[src/rtl/ser8_tx_sched.sv]
// ----------------------------------------------------------------------------
// ser8_tx_sched
//   Transmit-side scheduler for the 8-bit serdes path. Two byte sources are
//   round-robin arbitrated onto one holding latch and one bit-serial line.
//   An accepted byte is presented on latch_data, latch_en pulses for one
//   cycle (LOAD), then the byte is shifted out MSB-first over 8 cycles
//   (SHIFT), followed by GAP_CYCLES idle cycles (GAP) before the next accept.
//
// Parameters
//   DATA_W     : byte width, fixed at 8
//   GAP_CYCLES : idle cycles after each byte's last bit (0..15)
//
// Ports
//   clk, rst                 : clock (rising edge), async active-high reset
//   req0_valid/data/ready    : source 0 byte handshake
//   req1_valid/data/ready    : source 1 byte handshake
//   latch_en                 : one-cycle data enable to the external latch
//   latch_data               : byte presented to the latch (held until next accept)
//   ser_out, ser_sync        : serial bit, and marker on the first (MSB) bit
//   grant_id                 : source of the byte in flight
//   busy                     : high whenever the scheduler is not idle
// ----------------------------------------------------------------------------
module ser8_tx_sched #(
    parameter int DATA_W     = 8,
    parameter int GAP_CYCLES = 0
) (
    input  logic              clk,
    input  logic              rst,
    input  logic              req0_valid,
    input  logic [DATA_W-1:0] req0_data,
    output logic              req0_ready,
    input  logic              req1_valid,
    input  logic [DATA_W-1:0] req1_data,
    output logic              req1_ready,
    output logic              latch_en,
    output logic [DATA_W-1:0] latch_data,
    output logic              ser_out,
    output logic              ser_sync,
    output logic              grant_id,
    output logic              busy
);

    typedef enum logic [1:0] {
        IDLE  = 2'd0,
        LOAD  = 2'd1,
        SHIFT = 2'd2,
        GAP   = 2'd3
    } state_t;

    // Last gap cycle index; unreachable value when there is no gap.
    localparam logic [3:0] GAP_LAST = (GAP_CYCLES > 0) ? 4'(GAP_CYCLES - 1) : 4'd0;

    state_t              state_reg;
    state_t              state_next;
    logic                last_grant_reg;
    logic [DATA_W-1:0]   shift_reg;
    logic [2:0]          bit_cnt_reg;
    logic [3:0]          gap_cnt_reg;

    logic [1:0]          src_valid;
    logic [1:0]          src_ready;
    logic                grant_sel;
    logic                accept;
    logic [DATA_W-1:0]   accept_data;

    assign src_valid = {req1_valid, req0_valid};

    // Round-robin: with both sources valid the one not served last wins;
    // otherwise whichever single source is valid (source 1 only when it is
    // the one asking).
    assign grant_sel = (req0_valid && req1_valid) ? ~last_grant_reg : req1_valid;

    generate
        for (genvar gi = 0; gi < 2; gi++) begin : g_ready
            assign src_ready[gi] = (state_reg == IDLE) && src_valid[gi] &&
                                   (grant_sel == 1'(gi));
        end
    endgenerate

    assign req0_ready  = src_ready[0];
    assign req1_ready  = src_ready[1];
    assign accept      = |src_ready;
    assign accept_data = grant_sel ? req1_data : req0_data;

    // Line-side outputs decode straight from the state so that an async
    // reset drops them immediately.
    assign busy     = (state_reg != IDLE);
    assign latch_en = (state_reg == LOAD);
    assign ser_out  = (state_reg == SHIFT) ? shift_reg[bit_cnt_reg] : 1'b0;
    assign ser_sync = (state_reg == SHIFT) && (bit_cnt_reg == 3'd7);

    // Next-state logic
    always_comb begin
        state_next = state_reg;
        case (state_reg)
            IDLE: begin
                if (accept) begin
                    state_next = LOAD;
                end
            end
            LOAD: begin
                state_next = SHIFT;
            end
            SHIFT: begin
                if (bit_cnt_reg == 3'd0) begin
                    state_next = (GAP_CYCLES > 0) ? GAP : IDLE;
                end
            end
            GAP: begin
                if (gap_cnt_reg == GAP_LAST) begin
                    state_next = IDLE;
                end
            end
            default: begin
                state_next = IDLE;
            end
        endcase
    end

    // State register
    always_ff @(posedge clk or posedge rst) begin
        if (rst) begin
            state_reg <= IDLE;
        end else begin
            state_reg <= state_next;
        end
    end

    // Datapath: capture on accept, bit and gap counters
    always_ff @(posedge clk or posedge rst) begin
        if (rst) begin
            last_grant_reg <= 1'b1;   // source 0 wins the first contention
            latch_data     <= '0;
            shift_reg      <= '0;
            grant_id       <= 1'b0;
            bit_cnt_reg    <= 3'd0;
            gap_cnt_reg    <= 4'd0;
        end else begin
            if (accept) begin
                latch_data     <= accept_data;
                shift_reg      <= accept_data;
                grant_id       <= grant_sel;
                last_grant_reg <= grant_sel;
            end
            case (state_reg)
                LOAD: begin
                    bit_cnt_reg <= 3'd7;
                end
                SHIFT: begin
                    // Wraps 0 -> 7 on the last bit; the value is unused after.
                    bit_cnt_reg <= bit_cnt_reg - 3'd1;
                    gap_cnt_reg <= 4'd0;
                end
                GAP: begin
                    gap_cnt_reg <= gap_cnt_reg + 4'd1;
                end
                default: begin
                end
            endcase
        end
    end

endmodule
[config.mk]
export PLATFORM = sky130hd
export DESIGN_NAME = ser8_tx_sched
export DESIGN_NICKNAME = d
export VERILOG_FILES = /design/src/rtl/ser8_tx_sched.sv
export SDC_FILE = /design/constraint.sdc
export NUM_CORES = 1
export LEC_CHECK = 0
export BUFFER_PORTS_ARGS = -buffer_cell sky130_fd_sc_hd__buf_2
export CORE_ASPECT_RATIO = 0.7
export CORE_MARGIN = 2
export CORE_UTILIZATION = 53
export CTS_CLUSTER_DIAMETER = 120
export CTS_CLUSTER_SIZE = 40
export DETAILED_ROUTE_END_ITERATION = 10
export PLACE_DENSITY = 0.83
export SYNTH_ARGS = -nofsm -noshare
export SYNTH_HDL_FRONTEND = slang
export SYNTH_SLANG_ARGS = --single-unit
[constraint.sdc]
create_clock -name clk -period 3.5 [get_ports clk]
set_input_delay 0.7 -clock clk [delete_from_list [all_inputs] [get_ports clk]]
set_output_delay 0.7 -clock clk [all_outputs]
set_load 0.005 [all_outputs]
==> summary.md <==
| Metric | Value |
|---|---|
| Outcome | finished clean |
| Instance count of the mapped netlist | 101 |
| Start-to-end type of the worst setup path | reg -> out |
| Total of endpoints with negative setup slack in the final report | 0 |
| Synthesized area per cell | 10.6 um^2 |
| Total DRC errors in the routed layout | 0 |
| Violation count after the first detailed-routing iteration | 19 |
| Global placement routability congestion | 0.762 |
| Clock period minus final worst setup slack | 2.29 ns |
| Setup repair after global routing missed its margin | no |
| Slew HR | 41.0% |
| Initial Util | 56.7% |
| Number of CTS-inserted buffers | 3 |
| Leak Pwr | 0.711 nW |
| Width of the chip | 57.7 um |
| Share of flip-flops with an asynchronous set or reset | 100% |
| Number of warnings reported in the yosys synthesis log | 0 |
| Core footprint | 1890 um^2 |
| HPWL reported at the end of detailed placement | 1810 um |
| Clock-pin transition on the worst setup and hold timing paths | 0.11 ns |
| Resized Gates After CTS | 0 |
| Latest clock arrival within the worst-skew pair | 0.30 ns |
| Maximum Capacitance Violations | 0 |
| Area of the mapped netlist | 1070 um^2 |
| Sequential cell area fraction in the yosys report | 44.6% |
| Aggregate global-route resource usage | 20.1% |
| DRT Pass-1 Iters | 4 |
| Post-synthesis sequential element count | 19 |
| Die extent in y | 41.6 um |
| Antenna violations before repair | 0 |
| CTS tree | done |
| Pin slew with the least headroom to its limit | 0.879 ns |
| Achievable clock frequency | 0.438 GHz |
| Total congestion overflow | 0 |
| Number of enable-type register cells in the synthesized netlist | 0 |
| Final slew viol count | 0 |
| Final clock period utilization by the worst path | 65.3% |
| Most common flop cell mapped by yosys | sky130_fd_sc_hd__dfrtp_1 |
| Total negative slack for setup checks | 0 ns |
| Worst R2R Setup Slack | 1.46 ns |
| Total routed wirelength | 2230 um |
| Final net count | 169 |
| Critical Path End Type | output pin |
| Syn nets | 131 |
| Number of standard cells in the layout, taps in and fillers out | 160 |
| Worst vdd rail ir drop | 567 uV |
| Mean routed wirelength per cell | 13.9 um |
| Row Count | 13 |
| Number of hold buffers added after cts | 0 |
| First-pass GRT wire length | 3650 um |
| CP startpoint kind | flop |
| Port Buffers | 34 |
| Critical path peak fanout | 5 |
| Antenna diode count | 0 |
| Vias in the first global route | 806 |
| Via count normalized by instance count | 5.44 |
| Filler Cells Inserted | 146 |
| Skew final | 0.00250 ns |
| Final count of hold timing violations | 0 |
| Deepest level of the CTS H-tree | 1 |
| Overall via count from detail_route | 870 |
| Arrival time of the worst setup path | 1.59 ns |
| Worst hold-check path type | in -> async |
| Critical path required time | 2.80 ns |
| Layout Area Growth over Synthesis | 20.9% |
| CTS Sinks | 19 |
| Max Root-Sink Buffers | 2 |
| Post-CTS setup repair buffer count | 0 |
| Power Total | 0.975 mW |
| Clk root buf | sky130_fd_sc_hd__clkbuf_4 |
| Maximum number of pins on one net before global-route repair | 20 |
| Placed Cells | 156 |
| Total power per unit cell area | 754 nW/um^2 |
| Layout cells sized above 1 | 33.3% |
| Count of different cell masters after synthesis | 30 |
| Post-DRT Antenna Nets | 0 |
| Max FFs per register | 8 |
| Number of top-level design ports | 35 |
| Die area | 2400 um^2 |
==> report_power, final <==
group          internal [mW]  leakage, nW  switching, mW
registers              0.314        0.227         0.0854
clock network         0.0426       0.0177         0.0672
logic                  0.228        0.467          0.237
total                  0.585        0.711          0.390
==> cells by family (layout without fill, tap and decap cells) <==
kind of cell | count (synthesis) | in the layout | share of synthesized area, %
AOI/OAI and AO/OA | 22 | 22 | 12.5
adders and majority gates | 10 | 10 | 11.7
muxes | 14 | 14 | 16.1
buffers and inverters | 12 | 49 | 4.33
DFF | 19 | 19 | 44.6
xor gates and xnor gates | 1 | 1 | 0.819
and+or+nand+nor | 23 | 23 | 9.94
==> layout make-up <==
| cell class | instances | area (um^2) | area share [%] |
|---|---|---|---|
| Multi-Input combinational cell | 70 | 547 | 42.3 |
| Sequential cell | 19 | 477 | 36.8 |
| Timing Repair Buffer | 35 | 178 | 13.7 |
| Inverter | 10 | 37.5 | 2.90 |
| Tap cell | 22 | 27.5 | 2.13 |
| Clock buffer | 3 | 22.5 | 1.74 |
| Clock inverter | 1 | 5.00 | 0.387 |
==> cells in the final DEF, fill, tap and decap left out, types with 2 or more instances in the layout <==
cell / instances
sky130_fd_sc_hd__nor2_1: 4
sky130_fd_sc_hd__clkbuf_4: 3
sky130_fd_sc_hd__dfrtp_1: 18
sky130_fd_sc_hd__inv_1: 10
sky130_fd_sc_hd__o21ai_0: 10
sky130_fd_sc_hd__ha_1: 10
sky130_fd_sc_hd__buf_2: 34
sky130_fd_sc_hd__mux2_2: 3
sky130_fd_sc_hd__nand2_1: 12
sky130_fd_sc_hd__a31oi_1: 2
sky130_fd_sc_hd__a21oi_1: 3
sky130_fd_sc_hd__mux2i_1: 9
==> final timing paths <==
| check | cells past startpoint | end | from |
|---|---|---|---|
| min in group clk | 1 | gap_cnt_reg[3]$_DFFE_PP0P_ | gap_cnt_reg[3]$_DFFE_PP0P_ |
| max in group asynchronous | 2 | gap_cnt_reg[3]$_DFFE_PP0P_ | rst |
| worst min-delay path | 2 | grant_id$_DFFE_PP0P_ | rst |
| worst max-delay path | 4 | ser_out | bit_cnt_reg[1]$_DFFE_PP0P_ |
| worst max register to register | 5 | state_reg[1]$_DFFE_PP0P_ | bit_cnt_reg[1]$_DFFE_PP0P_ |
| worst min register to register | 1 | gap_cnt_reg[3]$_DFFE_PP0P_ | gap_cnt_reg[3]$_DFFE_PP0P_ |
==> critical path, cell delays in order, from the launching register on <==
cell and delay, ns:
sky130_fd_sc_hd__dfrtp_1 0.46, sky130_fd_sc_hd__mux4_1 0.57, sky130_fd_sc_hd__nand2_1 0.08, sky130_fd_sc_hd__a21oi_1 0.06, sky130_fd_sc_hd__buf_2 0.12
==> synthesized netlist by cell type (2+ instances only) <==
master                    count  area share [%]
sky130_fd_sc_hd__dfrtp_1     18              42
sky130_fd_sc_hd__nand2_1     12             4.2
sky130_fd_sc_hd__ha_1        10              12
sky130_fd_sc_hd__inv_1       10             3.5
sky130_fd_sc_hd__o21ai_0     10             4.7
sky130_fd_sc_hd__mux2i_1      9             8.4
sky130_fd_sc_hd__nor2_1       4             1.4
sky130_fd_sc_hd__a21oi_1      3             1.4
sky130_fd_sc_hd__mux2_2       3             3.2
sky130_fd_sc_hd__a31oi_1      2             1.2
==> layer usage <==
layer	global-route usage, %	wire [um]	part of all wire [%]
met5	0	0	0
met4	0.930	9	0.40
met3	6.85	162	7.3
met2	33.6	1100	49
met1	26.7	960	43
==> per-stage QoR <==
step	cell area (um^2)	utilization, %	hold slack [ns]	setup WS [ns]
2_1_floorplan	1070	-	0.432	1.53
3_3_place_gp	1270	67.1	0.449	1.34
3_5_place_dp	1270	67.1	0.474	1.32
4_1_cts	1290	68.6	0.503	1.21
5_1_grt	1290	68.6	0.522	1.13
6_report	1290	68.6	0.483	1.21
(Power assumes the default switching activity.)
